==> src/rtl/maxpool_frame_ctrl.sv <==
// maxpool_frame_ctrl
//   Frame sequencer around a 2x2 binary max-pool. Each pooled bit is the OR
//   of its 2x2 input window. The block collects one binary image, one row
//   per beat, and stores the whole frame. It runs a single pooling pass:
//   the pool is combinational and its result is captured in a register.
//   The pooled rows are then streamed out. Only one frame is in flight at a
//   time.
//
//   Parameters
//     IMG_IN_SIZE   input width/height in pixels (even, >= 2)
//     IMG_OUT_SIZE  derived: IMG_IN_SIZE/2
//     ROW_IDX_W     derived: $clog2(IMG_IN_SIZE), row counter width
//
//   Ports
//     clk, rst_n    rising-edge clock, asynchronous active-low reset
//     flush         synchronous abort of the current frame (highest priority)
//     in_valid/in_ready/in_row     input row stream, bit c = column c
//     out_valid/out_ready/out_row  pooled row stream, bit c = pooled column c
//     out_last      marks pooled row IMG_OUT_SIZE-1
//     busy          high while in LOAD, POOL or DRAIN
//     frame_done    one-cycle pulse after the last pooled row is accepted
//     frame_count   (only with MAXPOOL_FRAME_CNT_EN) completed-frame counter
//
//   Optional feature macro: MAXPOOL_FRAME_CNT_EN adds the frame_count port.
//
//   Handshake: a beat moves on a rising edge where valid && ready are both
//   high. The producer holds valid and data stable until that edge. Here,
//   out_row and out_last do not change while out_valid=1 and out_ready=0.

module maxpool_frame_ctrl #(
  parameter int IMG_IN_SIZE = 28
) (
  input  logic                     clk,
  input  logic                     rst_n,
  input  logic                     flush,
  input  logic                     in_valid,
  output logic                     in_ready,
  input  logic [IMG_IN_SIZE-1:0]   in_row,
  output logic                     out_valid,
  input  logic                     out_ready,
  output logic [IMG_IN_SIZE/2-1:0] out_row,
  output logic                     out_last,
  output logic                     busy,
  output logic                     frame_done
`ifdef MAXPOOL_FRAME_CNT_EN
  ,
  output logic [15:0]              frame_count
`endif
);

  localparam int IMG_OUT_SIZE = IMG_IN_SIZE / 2;
  localparam int ROW_IDX_W    = $clog2(IMG_IN_SIZE);
  // The output row index only has to span IMG_OUT_SIZE rows.
  localparam int OUT_IDX_W    = (IMG_OUT_SIZE > 1) ? $clog2(IMG_OUT_SIZE) : 1;

  typedef enum logic [1:0] {
    S_IDLE  = 2'd0,
    S_LOAD  = 2'd1,
    S_POOL  = 2'd2,
    S_DRAIN = 2'd3
  } state_t;

  state_t                                state;
  logic [ROW_IDX_W-1:0]                  in_cnt;
  logic [OUT_IDX_W-1:0]                  out_cnt;
  logic [OUT_IDX_W-1:0]                  out_cnt_nxt;
  logic                                  last_in;

  // Frame storage is kept as rows so a beat can be written with a simple
  // row index. frame_buf is the same data as a flat row-major vector:
  // row r, bit c sits at index r*IMG_IN_SIZE+c.
  logic [IMG_IN_SIZE-1:0]                frame_rows [IMG_IN_SIZE];
  logic [IMG_IN_SIZE*IMG_IN_SIZE-1:0]    frame_buf;
  logic [IMG_OUT_SIZE*IMG_OUT_SIZE-1:0]  pool_out;
  logic [IMG_OUT_SIZE*IMG_OUT_SIZE-1:0]  pooled;
  logic [IMG_OUT_SIZE-1:0]               pooled_rows [IMG_OUT_SIZE];

  for (genvar r = 0; r < IMG_IN_SIZE; r++) begin : g_flat
    assign frame_buf[r*IMG_IN_SIZE +: IMG_IN_SIZE] = frame_rows[r];
  end

  // Combinational 2x2 binary max-pool. img_in is frame_buf and img_out is
  // pool_out. Both use the row-major layout.
  for (genvar orow = 0; orow < IMG_OUT_SIZE; orow++) begin : u_pool
    for (genvar ocol = 0; ocol < IMG_OUT_SIZE; ocol++) begin : g_col
      assign pool_out[orow*IMG_OUT_SIZE + ocol] =
          frame_buf[(2*orow)*IMG_IN_SIZE   + 2*ocol]     |
          frame_buf[(2*orow)*IMG_IN_SIZE   + 2*ocol + 1] |
          frame_buf[(2*orow+1)*IMG_IN_SIZE + 2*ocol]     |
          frame_buf[(2*orow+1)*IMG_IN_SIZE + 2*ocol + 1];
    end
  end

  for (genvar r = 0; r < IMG_OUT_SIZE; r++) begin : g_prow
    assign pooled_rows[r] = pooled[r*IMG_OUT_SIZE +: IMG_OUT_SIZE];
  end

  assign last_in     = (in_cnt == ROW_IDX_W'(IMG_IN_SIZE - 1));
  assign out_cnt_nxt = out_cnt + OUT_IDX_W'(1);

  // Both of these are pure decodes of the registered state. They change
  // only on a clock edge or on reset, just like the other outputs.
  assign in_ready = (state == S_IDLE) || (state == S_LOAD);
  assign busy     = (state != S_IDLE);

  always_ff @(posedge clk or negedge rst_n) begin
    if (!rst_n) begin
      state      <= S_IDLE;
      in_cnt     <= '0;
      out_cnt    <= '0;
      pooled     <= '0;
      out_valid  <= 1'b0;
      out_row    <= '0;
      out_last   <= 1'b0;
      frame_done <= 1'b0;
      for (int r = 0; r < IMG_IN_SIZE; r++) begin
        frame_rows[r] <= '0;
      end
    end else begin
      frame_done <= 1'b0;
      if (flush) begin
        // Drop the frame. Stale buffer contents are fine because the next
        // frame overwrites every row before the next pool pass.
        state     <= S_IDLE;
        in_cnt    <= '0;
        out_cnt   <= '0;
        out_valid <= 1'b0;
        out_row   <= '0;
        out_last  <= 1'b0;
      end else begin
        case (state)
          S_IDLE: begin
            if (in_valid) begin
              frame_rows[0] <= in_row;
              in_cnt        <= ROW_IDX_W'(1);
              state         <= S_LOAD;
            end
          end

          S_LOAD: begin
            if (in_valid) begin
              frame_rows[in_cnt] <= in_row;
              if (last_in) begin
                in_cnt <= '0;
                state  <= S_POOL;
              end else begin
                in_cnt <= in_cnt + ROW_IDX_W'(1);
              end
            end
          end

          S_POOL: begin
            // Capture the pool result. Row 0 is loaded straight into the
            // output register so it is valid in the first DRAIN cycle.
            pooled    <= pool_out;
            out_cnt   <= '0;
            out_row   <= pool_out[IMG_OUT_SIZE-1:0];
            out_last  <= (IMG_OUT_SIZE == 1);
            out_valid <= 1'b1;
            state     <= S_DRAIN;
          end

          S_DRAIN: begin
            if (out_ready) begin
              if (out_last) begin
                out_valid  <= 1'b0;
                out_last   <= 1'b0;
                out_row    <= '0;
                out_cnt    <= '0;
                frame_done <= 1'b1;
                state      <= S_IDLE;
              end else begin
                out_cnt  <= out_cnt_nxt;
                out_row  <= pooled_rows[out_cnt_nxt];
                out_last <= (out_cnt_nxt == OUT_IDX_W'(IMG_OUT_SIZE - 1));
              end
            end
          end

          default: state <= S_IDLE;
        endcase
      end
    end
  end

`ifdef MAXPOOL_FRAME_CNT_EN
  // Counts completed frames and wraps at 16 bits. Aborted frames never
  // pulse frame_done, so a flush leaves the count unchanged.
  always_ff @(posedge clk or negedge rst_n) begin
    if (!rst_n) begin
      frame_count <= '0;
    end else if (frame_done) begin
      frame_count <= frame_count + 16'd1;
    end
  end
`else
  // No frame counter in this build.
`endif

endmodule

==> config.mk <==
export PLATFORM = sky130hd
export DESIGN_NAME = maxpool_frame_ctrl
export DESIGN_NICKNAME = d
export VERILOG_FILES = /design/src/rtl/maxpool_frame_ctrl.sv
export SDC_FILE = /design/constraint.sdc
export NUM_CORES = 1
export LEC_CHECK = 0
export ABC_AREA = 1
export CORE_ASPECT_RATIO = 0.5
export CORE_MARGIN = 5
export CORE_UTILIZATION = 45
export DETAILED_ROUTE_END_ITERATION = 7
export HOLD_SLACK_MARGIN = 0.08
export REMOVE_ABC_BUFFERS = 1
export SLEW_MARGIN = 20
export SYNTH_ARGS = -nofsm -noshare
export SYNTH_HDL_FRONTEND = slang
export SYNTH_SLANG_ARGS = --single-unit
==> constraint.sdc <==
create_clock -name clk -period 2.6 [get_ports clk]
set_input_delay 0.52 -clock clk [delete_from_list [all_inputs] [get_ports clk]]
set_output_delay 0.52 -clock clk [all_outputs]
set_load 0.01 [all_outputs]
==> flow_summary.toml <==
[global_route]
antenna_found_initial = 1
grt_pass1_wl_um = 167000
grt_usage_pct = 22.2
grt_overflow = 0
grt_start_max_net_pins = 89
grt_pass1_vias = 28762

[clocking]
htreeDepth = 3
clockBufferDepth = 3
cts_tree = "yes"
cts.sink_count = 1008
post_cts_buffers = 0
cts_buffers = 89
clk_latency_ps = 670
clk_pin_slew_ps = 70
root_buffer = "clkbuf_16"

[sta]
fin_crit_ps = 2460
whs_ps = 383
tightest_slew_ps = 649
fin_crit_sh_pct = 94.8
fmax_ghz = 0.406
finalHoldViolations = 0
final-setup-viol-count = 0
max_slew_margin_pct = 56.7
rsz0062_at_grt = "false"
skew_ps = 27.4
report.final.slew_viol_count = 0
fin_ws_ps = 136

[detailed_routing]
drt_iter0_drc = 2597
vias_per_cell = 5.44
avgRoutedWirePerCell_um = 19.6
dr.pass1.iters = 6
drc = 0
antenna_left = 0
routed_wl_um = 106000
via_count = 29278

[finish]
nFillCells = 7907
syn_to_final_growth_pct = 13.0
antenna_cells = 0
design_area_sq_um = 45300
mostFrequentLayoutCells = "nand2_1, dfrtp_1, o21ai_0"
final_common_cell = "nand2_1"
final_nets = 4172
drive_gt1_share_pct = 8.27

[worst_setup_path]
crit_fanout = 4
crit_required_ps = 2080
path_cells = "inv_1, ha_1, inv_1, clkdlybuf4s50_1"
crit_buf_inv = 3
reg2reg_setup_slack_ps = 210
critPathMaxStageDelay_ps = 540
path_class = "flip-flop to primary output"
cp-end-kind = "primary output"
crit_top_cell = "inv_1"
cp-start-kind = "flip-flop"
critPathSlowestCell = "clkdlybuf4s50_1"
crit_family = "buffers and inverters"
cp.arrival_ps = 1940

[floorplan]
ios = 52
rows = 77
die_h_um = 221
core_area_sq_um = 88300
start_util_pct = 45.4
dieArea_sq_um = 95500
die_width_um = 432

[yosys]
syn_area_sq_um = 40100
synthCells = 4150
ys_warn_count = 0
yosysUniqueCellTypes = 35
seq_area_frac_synth_pct = 62.9
postSynthAreaPerCell_sq_um = 9.66
ys_seq_elements = 1008

[power]
cellPowerDensity_nw_per_um2 = 828
power_leakage_nw = 20.8
vdd.ir_drop.worst_mv = 0.475

[min_path]
hp-class = "input pin to async pin"

[placed_design]
place_congestion = 0.795
postPlaceCellArea_sq_um = 42200
io_buffers = 51
dp_hpwl_um = 63200
dpl_worst_slack_ps = 190

[flow_run]
cap_violations = 0

[run_status]
status = "finished clean"
[registers in the layout, summed over array words and instances, names as in the netlist]
| register | cells |
|---|---|
| out_cnt | 4 |
| frame_done | 1 |
| in_cnt | 5 |
| pooled | 196 |
| frame_buf | 784 |
| out_row | 14 |
| state | 2 |
| out_last | 1 |
| out_valid | 1 |
[final timing paths]
kind                                start              to  cells after the start
setup / recovery                 state[0]            busy                      4
hold / removal                      rst_n  frame_buf[659]                      2
setup reg to reg               out_cnt[0]      out_row[2]                     12
hold reg to reg            frame_buf[608]  frame_buf[608]                      2
max in group asynchronous           rst_n  frame_buf[244]                      4
min in group clk                out_ready      frame_done                      3
[synth_stat cells (all sizes together)]
library cell  instances  area [sq um]
nand2              1149          4330
dfrtp              1008         25200
o21ai               997          4990
inv                 218           821
buf                 178          1160
o41ai               147          1290
clkbuf              132           504
nor2                106           440
nand3               102           528
nor4                 35           219
a31oi                29           196
o211ai               14           105
a21oi                10          50.1
ha                   10           125
nor3                  6          46.3
o22ai                 4          25.0
nand4                 2          12.5
clkinv                1          3.75
o21bai                1          7.51
xor2                  1          8.76
[power by group]
part           switching (mW)  leakage, nW  internal, mW
Combinational            3.48         5.34          1.81
Sequential              0.739         13.9          17.2
Clock                    5.89         1.55          8.36
Total                    10.1         20.8          27.4
[through the flow]
stage | total power [mW] | cells | setup TNS, ps | util (%)
after floorplan | 21.0 | 3840 | -951090 | -
after global placement | 23.4 | 5222 | 0 | 47.7
final | 37.5 | 5381 | 0 | 51.3
after detailed placement | 23.5 | 5222 | 0 | 47.7
after CTS | 37.8 | 5381 | 0 | 51.3
after global routing | 39.2 | 5381 | 0 | 51.3
[kinds of logic after synthesis]
logic type / Yosys count / synth area share (%)
AO/OA/AOI/OAI: 1202 / 16.6
AND/OR/NAND/NOR: 1400 / 13.9
adder cells (fa/ha/maj): 10 / 0.312
flip-flops: 1008 / 62.9
buffers and inverters: 529 / 6.20
XOR/XNOR: 1 / 0.0219
[worst register-to-register path, cell delays in order (launching register included)]
cell     delay [ps]
dfrtp_4         520
ha_1            230
nand2_1         100
nand2_2         100
inv_1           460
buf_4           240
nand3_1         190
nand3_1         130
nand2_1          90
nand2_1          70
nand2_1          50
nand2_1          60
nand2_1          40
[area by class of cell]
class | instances | area (sq um) | area share [%]
Clock inverter | 37 | 581 | 1.28
Sequential cell | 1008 | 25200 | 55.7
Timing Repair Buffer | 198 | 2170 | 4.79
Tap cell | 1185 | 1480 | 3.27
Inverter | 219 | 825 | 1.82
Multi-Input combinational cell | 2613 | 12500 | 27.5
Clock buffer | 121 | 2550 | 5.63
[what timing repair did]
item                                   in CTS  in global routing
setup endpoints to repair                   1                  0
resized for setup                           2                  0
endpoints found under the hold margin      37                  0
hold buffers                                1                  0
[per-layer routing]
metal	vias to the layer above	global-route usage, %	routed length, um
met4	0	6.39	2740
met1	14621	32.5	50300
met5	-	0	0
met2	705	34.1	46400
li1	13790	-	-
met3	162	4.12	6100
(Power assumes the default switching activity.)
